$ cat src/rtl/vend_pkg.sv
// Shared vending definitions: coin denomination codes, their cent values and the payout FSM encoding.
package vend_pkg;

  localparam int NUM_DEN = 6;

  localparam logic [2:0] DEN_1C   = 3'd0;
  localparam logic [2:0] DEN_5C   = 3'd1;
  localparam logic [2:0] DEN_10C  = 3'd2;
  localparam logic [2:0] DEN_25C  = 3'd3;
  localparam logic [2:0] DEN_100C = 3'd4;
  localparam logic [2:0] DEN_500C = 3'd5;

  typedef enum logic [1:0] {
    S_IDLE,
    S_SELECT,
    S_ISSUE,
    S_FINISH
  } state_t;

  // Codes 6 and 7 are illegal and map to zero value.
  function automatic logic [15:0] den_value(input logic [2:0] den);
    case (den)
      DEN_1C:   return 16'd1;
      DEN_5C:   return 16'd5;
      DEN_10C:  return 16'd10;
      DEN_25C:  return 16'd25;
      DEN_100C: return 16'd100;
      DEN_500C: return 16'd500;
      default:  return 16'd0;
    endcase
  endfunction

endpackage

$ cat src/rtl/change_dispenser_if.sv
// Request, inventory-load and coin-hopper signals of the change dispenser; master drives requests, slave is the dispenser.
interface change_dispenser_if #(
  parameter int CNT_W = 8
);
  logic             I_START;
  logic [15:0]      I_AMOUNT;
  logic             I_LOAD;
  logic [2:0]       I_LOAD_DEN;
  logic [CNT_W-1:0] I_LOAD_CNT;
  logic             O_COIN_VALID;
  logic [2:0]       O_COIN_DEN;
  logic             I_COIN_ACK;
  logic             O_BUSY;
  logic             O_DONE;
  logic             O_SHORT;
  logic [15:0]      O_REMAIN;

  modport master (
    output I_START, I_AMOUNT, I_LOAD, I_LOAD_DEN, I_LOAD_CNT, I_COIN_ACK,
    input  O_COIN_VALID, O_COIN_DEN, O_BUSY, O_DONE, O_SHORT, O_REMAIN
  );

  modport slave (
    input  I_START, I_AMOUNT, I_LOAD, I_LOAD_DEN, I_LOAD_CNT, I_COIN_ACK,
    output O_COIN_VALID, O_COIN_DEN, O_BUSY, O_DONE, O_SHORT, O_REMAIN
  );
endinterface

$ cat src/rtl/coin_select.sv
// Greedy coin picker: largest stocked denomination not exceeding remain; purely combinational, no backpressure.
module coin_select
  import vend_pkg::*;
(
  input  logic [15:0]        remain,
  input  logic [NUM_DEN-1:0] inv_nz,
  output logic [2:0]         den,
  output logic               found
);

  // Ascending scan so the last qualifying (largest) denomination wins.
  always_comb begin
    den   = 3'd0;
    found = 1'b0;
    for (int i = 0; i < NUM_DEN; i++) begin
      if (inv_nz[i] && (den_value(3'(i)) <= remain)) begin
        den   = 3'(i);
        found = 1'b1;
      end
    end
  end

endmodule

$ cat src/rtl/change_dispenser.sv
// Pays out a change amount one coin at a time from per-denomination inventory; first coin 2 cycles after start,
// at least 2 cycles per coin; a coin request holds until the hopper acks, loads are accepted at any time.
module change_dispenser
  import vend_pkg::*;
#(
  parameter int          CNT_W    = 8,
  parameter int unsigned INIT_CNT = 0
) (
  input logic                I_CLK,
  input logic                I_RESET_N,
  change_dispenser_if.slave  bus
);

  state_t      state_q, state_d;
  logic [15:0] remain_q;
  logic [2:0]  den_q;
  logic        short_q;
  logic [15:0] remain_out_q;

  logic        start_ld, sel_ld, fin_ld, coin_take;
  logic [NUM_DEN-1:0] inv_nz;
  logic [2:0]  sel_den;
  logic        sel_found;

  coin_select u_coin_select (
    .remain (remain_q),
    .inv_nz (inv_nz),
    .den    (sel_den),
    .found  (sel_found)
  );

  always_comb begin
    state_d   = state_q;
    start_ld  = 1'b0;
    sel_ld    = 1'b0;
    fin_ld    = 1'b0;
    coin_take = 1'b0;
    case (state_q)
      S_IDLE: begin
        if (bus.I_START) begin
          start_ld = 1'b1;
          state_d  = S_SELECT;
        end
      end
      // remain == 0 never finds a coin, so it falls through to FINISH too.
      S_SELECT: begin
        if (sel_found) begin
          sel_ld  = 1'b1;
          state_d = S_ISSUE;
        end else begin
          fin_ld  = 1'b1;
          state_d = S_FINISH;
        end
      end
      S_ISSUE: begin
        if (bus.I_COIN_ACK) begin
          coin_take = 1'b1;
          state_d   = S_SELECT;
        end
      end
      default: state_d = S_IDLE;
    endcase
  end

  always_ff @(posedge I_CLK or negedge I_RESET_N) begin
    if (!I_RESET_N) begin
      state_q      <= S_IDLE;
      remain_q     <= 16'd0;
      den_q        <= 3'd0;
      short_q      <= 1'b0;
      remain_out_q <= 16'd0;
    end else begin
      state_q <= state_d;
      if (start_ld)       remain_q <= bus.I_AMOUNT;
      else if (coin_take) remain_q <= remain_q - den_value(den_q);
      if (sel_ld) den_q <= sel_den;
      if (start_ld)    short_q <= 1'b0;
      else if (fin_ld) short_q <= (remain_q != 16'd0);
      if (fin_ld) remain_out_q <= remain_q;
    end
  end

  // Load and take on the same counter combine as saturate-then-decrement.
  for (genvar g = 0; g < NUM_DEN; g++) begin : g_inv
    logic [CNT_W-1:0] cnt_q;
    logic [CNT_W:0]   sum;
    logic [CNT_W-1:0] sat;
    logic             ld_hit, take_hit;

    assign ld_hit   = bus.I_LOAD && (bus.I_LOAD_DEN == 3'(g));
    assign take_hit = coin_take && (den_q == 3'(g));
    assign sum      = {1'b0, cnt_q} + {1'b0, (ld_hit ? bus.I_LOAD_CNT : {CNT_W{1'b0}})};
    assign sat      = sum[CNT_W] ? {CNT_W{1'b1}} : sum[CNT_W-1:0];
    assign inv_nz[g] = |cnt_q;

    always_ff @(posedge I_CLK or negedge I_RESET_N) begin
      if (!I_RESET_N) cnt_q <= CNT_W'(INIT_CNT);
      else            cnt_q <= sat - CNT_W'(take_hit);
    end
  end

  assign bus.O_COIN_VALID = (state_q == S_ISSUE);
  assign bus.O_COIN_DEN   = den_q;
  assign bus.O_BUSY       = (state_q != S_IDLE);
  assign bus.O_DONE       = (state_q == S_FINISH);
  assign bus.O_SHORT      = short_q;
  assign bus.O_REMAIN     = remain_out_q;

endmodule
$ cat src/flat_wrapper.sv
// flat-port wrapper written by rule: the top's interface ports become plain ports
module change_dispenser_flat import vend_pkg::*;
#(
  parameter int          CNT_W    = 8,
  parameter int unsigned INIT_CNT = 0
)
  (I_CLK, I_RESET_N, bus_I_START, bus_I_AMOUNT, bus_I_LOAD, bus_I_LOAD_DEN, bus_I_LOAD_CNT, bus_I_COIN_ACK, bus_O_COIN_VALID, bus_O_COIN_DEN, bus_O_BUSY, bus_O_DONE, bus_O_SHORT, bus_O_REMAIN);
  change_dispenser_if #(.CNT_W(CNT_W)) bus_i ();
  input logic I_CLK;
  input logic I_RESET_N;
  input wire logic [$bits(bus_i.I_START)-1:0] bus_I_START;
  input wire logic [$bits(bus_i.I_AMOUNT)-1:0] bus_I_AMOUNT;
  input wire logic [$bits(bus_i.I_LOAD)-1:0] bus_I_LOAD;
  input wire logic [$bits(bus_i.I_LOAD_DEN)-1:0] bus_I_LOAD_DEN;
  input wire logic [$bits(bus_i.I_LOAD_CNT)-1:0] bus_I_LOAD_CNT;
  input wire logic [$bits(bus_i.I_COIN_ACK)-1:0] bus_I_COIN_ACK;
  output wire logic [$bits(bus_i.O_COIN_VALID)-1:0] bus_O_COIN_VALID;
  output wire logic [$bits(bus_i.O_COIN_DEN)-1:0] bus_O_COIN_DEN;
  output wire logic [$bits(bus_i.O_BUSY)-1:0] bus_O_BUSY;
  output wire logic [$bits(bus_i.O_DONE)-1:0] bus_O_DONE;
  output wire logic [$bits(bus_i.O_SHORT)-1:0] bus_O_SHORT;
  output wire logic [$bits(bus_i.O_REMAIN)-1:0] bus_O_REMAIN;
  assign bus_i.I_START = bus_I_START;
  assign bus_i.I_AMOUNT = bus_I_AMOUNT;
  assign bus_i.I_LOAD = bus_I_LOAD;
  assign bus_i.I_LOAD_DEN = bus_I_LOAD_DEN;
  assign bus_i.I_LOAD_CNT = bus_I_LOAD_CNT;
  assign bus_i.I_COIN_ACK = bus_I_COIN_ACK;
  assign bus_O_COIN_VALID = bus_i.O_COIN_VALID;
  assign bus_O_COIN_DEN = bus_i.O_COIN_DEN;
  assign bus_O_BUSY = bus_i.O_BUSY;
  assign bus_O_DONE = bus_i.O_DONE;
  assign bus_O_SHORT = bus_i.O_SHORT;
  assign bus_O_REMAIN = bus_i.O_REMAIN;
  change_dispenser #(.CNT_W(CNT_W), .INIT_CNT(INIT_CNT)) u_core (.I_CLK(I_CLK), .I_RESET_N(I_RESET_N), .bus(bus_i));
endmodule
$ cat config.mk
export PLATFORM = sky130hd
export DESIGN_NAME = change_dispenser_flat
export DESIGN_NICKNAME = d
export VERILOG_FILES = /design/src/rtl/vend_pkg.sv /design/src/rtl/change_dispenser_if.sv /design/src/rtl/coin_select.sv /design/src/rtl/change_dispenser.sv /design/src/flat_wrapper.sv
export SDC_FILE = /design/constraint.sdc
export NUM_CORES = 1
export LEC_CHECK = 0
export BUFFER_PORTS_ARGS = -buffer_cell sky130_fd_sc_hd__clkbuf_2
export CORE_UTILIZATION = 55
export CTS_CLUSTER_DIAMETER = 120
export DETAILED_ROUTE_END_ITERATION = 10
export GPL_TIMING_DRIVEN = 0
export MAX_ROUTING_LAYER = met4
export PLACE_DENSITY_LB_ADDON = 0.1
export SYNTH_ARGS = -nofsm -noshare
export SYNTH_HDL_FRONTEND = slang
export SYNTH_SLANG_ARGS = --single-unit
$ cat constraint.sdc
create_clock -name I_CLK -period 4.3 [get_ports I_CLK]
set_input_delay 0.215 -clock I_CLK [delete_from_list [all_inputs] [get_ports I_CLK]]
set_output_delay 0.215 -clock I_CLK [all_outputs]
set_load 0.01 [all_outputs]
==> impl_metrics.csv <==
group,metric,value,unit
outcome,status,"finished clean",
route,vias_per_cell,5.81,
route,wl_per_cell,16.4,um
grt,track_usage,27.0,%
cells_and_area,num-fill-cells,981,
placed_design,numPortBuffers,54,
grt,antenna_found_initial,0,
cells_and_area,nNetsFinal,911,
setup_path,path_cells,"clkbuf_2 > nand2b_1 > nor3_2 > and2_1 > ha_1 > fa_1 > a211oi_1 > nor2_1 > o31ai_1 > nand2b_1 > a21oi_2 > nor2b_1 > ha_1 > nand3b_1 > or3_1 > or3_1 > xnor3_1 > nand2b_1",
timing,slew_headroom,46.1,%
yosys,ys_ff_latch,86,
grt,grt_pass1_wl,26100,um
timing,fin_worst_skew,8.67,ps
yosys,synth_cells,730,
hold_path,hp-class,"in -> reg",
setup_path,worstPathRequired,4510,ps
clocking,clockBufferDepth,2,
setup_path,slowest_stage,"fa_1",
floorplanning,initial_core_util,57.5,%
clocking,cts_setup_buffers,0,
timing,fmax,0.245,GHz
cells_and_area,final_util,64.4,%
yosys,netlist.area_leader.share,32.1,%
timing,setup_tns,0,ps
grt,grt_max_degree,65,
yosys,synth.cell_area,6710,um2
clocking,clk_latency,340,ps
clocking,numCtsBuffers,9,
yosys,yosysTopAreaCell,"dfrtp_1",
grt,grt_pass1_vias,5563,
timing,period_share,95.0,%
placed_design,dp.final_hpwl,12000,um
timing,fin_crit,4080,ps
cells_and_area,area_growth,11.9,%
yosys,ys_types,58,
yosys,synth_area_leaders,"dfrtp_1, ha_1, and2_1",
timing,drv_slew,0,
clocking,clkSinkCount,86,
timing,setup_viol,0,
clocking,cts_tree,"yes",
power_and_ir_drop,irDropWorstVdd,0.343,mV
timing,hold_viol_final,0,
setup_path,cp_common_cell,"nand2b_1",
yosys,synthArstFlopShare,100,%
route,vias,5489,
floorplanning,die_y,112,um
yosys,avgSynthCellArea,9.19,um2
route,drt-initial-drc-count,290,
setup_path,slowest_delay,440,ps
route,drt-pass1-iter-count,5,
power_and_ir_drop,p_per_area,581,nW/um2
floorplanning,rows,39,
clocking,cts_root_buf,"clkbuf_16",
route,route.antenna.remaining_nets,0,
setup_path,crit_path_end_kind,"flip-flop",
job,drv_cap,0,
floorplanning,fp.coreArea,11700,um2
setup_path,crit_start,"bus_I_LOAD_DEN[2]",
route,finalWirelength,15500,um
floorplanning,fp.dieW,112,um
floorplanning,dieArea,12600,um2
grt,overflow,0,
setup_path,r2r_slack,270,ps
route,drc,0,
timing,worst_pin_slew,806,ps
power_and_ir_drop,p_leak,3.62,nW
yosys,synthesis.nets,844,
yosys,synth-edff-count,0,
clocking,path_clk_slew,60,ps
cells_and_area,fin_area,7510,um2
cells_and_area,antennaDiodeCount,0,
setup_path,arrival,4290,ps
placed_design,placed_area,7190,um2
setup_path,critPathKind,"in -> reg",
hold_path,worstHoldStart,"bus_I_AMOUNT[13]",
floorplanning,io_pins,55,
yosys,ys_warn_count,0,
setup_path,critPathMaxFanout,8,
placed_design,gp_congestion,0.843,
setup_path,regToRegStartpoint,"u_core.g_inv[0].cnt_q[0]",
yosys,synth-seq-area-share,32.1,%
yosys,ys.flop_type,"dfrtp_1",
clocking,cts_max_level,3,
cells_and_area,layout-drive-gt1-share,12.6,%
setup_path,worstSetupStartpointType,"input port",
## where the power goes
part	switching [W]	leakage [nW]	internal (W)
logic	0.00118	2.44	0.000937
clock network	0.000331	0.145	0.000440
registers	0.000339	1.04	0.00113
total	0.00185	3.62	0.00251
## cell families (layout without fill, tap and decap cells)
group	count (synthesis)	count (layout)	share of synthesized area, %
AO/OA/AOI/OAI	155	155	14.7
XOR/XNOR	64	64	8.76
adder cells (fa/ha/maj)	82	82	16.1
buffers and inverters	33	105	2.01
flip-flops	86	86	32.1
multiplexers	20	20	3.71
AND/OR/NAND/NOR	290	290	22.6
## state kept, by name (all words and copies together), names as in the netlist
signal,cells
u_core.bus.O_COIN_DEN,3
u_core.bus.O_REMAIN,16
u_core.bus.O_SHORT,1
u_core.g_inv.cnt_q,48
u_core.remain_q,16
u_core.state_q,2
## synth_stat cells, types with 4 or more instances
cell      instances
a31oi_1           5
nand2b_1         13
nor2_1           58
a21oi_1          35
dfrtp_1          86
nand4_1           6
or3_1            11
mux2_2           11
or2_2             4
o21ai_0          45
a21o_1           16
nand3b_1         12
clkbuf_1          4
mux2_4            7
fa_1              7
xnor2_1          34
inv_1            28
o21bai_1          7
nor2b_1          10
and2_1           51
o31ai_1           4
a211oi_1          7
ha_1             75
o21a_1           13
nor4_1           15
nand2_1          69
nor3_1           20
xor2_1           28
nand3_1           6
## layout by cell type (no fill, tap or decap), types with 15 or more instances in the layout
cell type	count
nor2_1	58
nor3_1	19
nor4_1	15
o21ai_0	45
dfrtp_1	86
xnor2_1	34
a21o_1	16
nand2_1	69
and2_1	51
xor2_1	28
inv_1	28
clkbuf_2	53
ha_1	75
a21oi_1	33
## cell type report
type	count	area, um2	share of cell area [%]
Buffer	5	30.0	0.400
Clock buffer	12	267	3.55
Clock inverter	4	30.0	0.400
Inverter	28	105	1.40
Multi-Input combinational cell	611	4440	59.1
Sequential cell	86	2150	28.7
Tap cell	143	179	2.38
Timing Repair Buffer	56	310	4.13
## critical path, delay by kind of cell
family                   cells  cell delay [ps]
buffers and inverters        1               90
AND/OR/NAND/NOR             10             2070
AO/OA/AOI/OAI                3              900
adder cells (fa/ha/maj)      3              830
XOR/XNOR                     1              200
## per-layer routing
layer	global-route usage, %	vias to the layer above	wire length (um)
met2	44.9	112	7430
met3	3.89	22	594
met1	33.7	2625	7200
met5	-	-	0
li1	-	2730	-
met4	9.69	0	314
## stage by stage
stage	worst slack, ps	instances	total power [W]	hold WS [ps]
floorplan	474	730	0.00304	-80.6
global placement	-241	927	0.00346	419
global route	-19.6	945	0.00474	79.7
detailed placement	-461	928	0.00356	167
finish	217	945	0.00436	81.1
CTS	108	945	0.00437	69.1
## repair_timing
action / 4_1_cts / 5_1_grt
hold endpoints to repair: 22 / 0
resized for setup: 1 / 2
hold buffers: 1 / 0
cloned: 0 / 0
setup endpoints to repair: 1 / 2
## final timing paths
path | endpoint | cells past startpoint
max | u_core.g_inv[0].cnt_q[7] | 18
max in group asynchronous | u_core.remain_q[4] | 3
max reg2reg | u_core.g_inv[0].cnt_q[7] | 14
min reg2reg | u_core.bus.O_REMAIN[12] | 1
min | u_core.remain_q[13] | 3
min in group asynchronous | u_core.g_inv[3].cnt_q[3] | 2
Power figures use the tool's default switching activity.
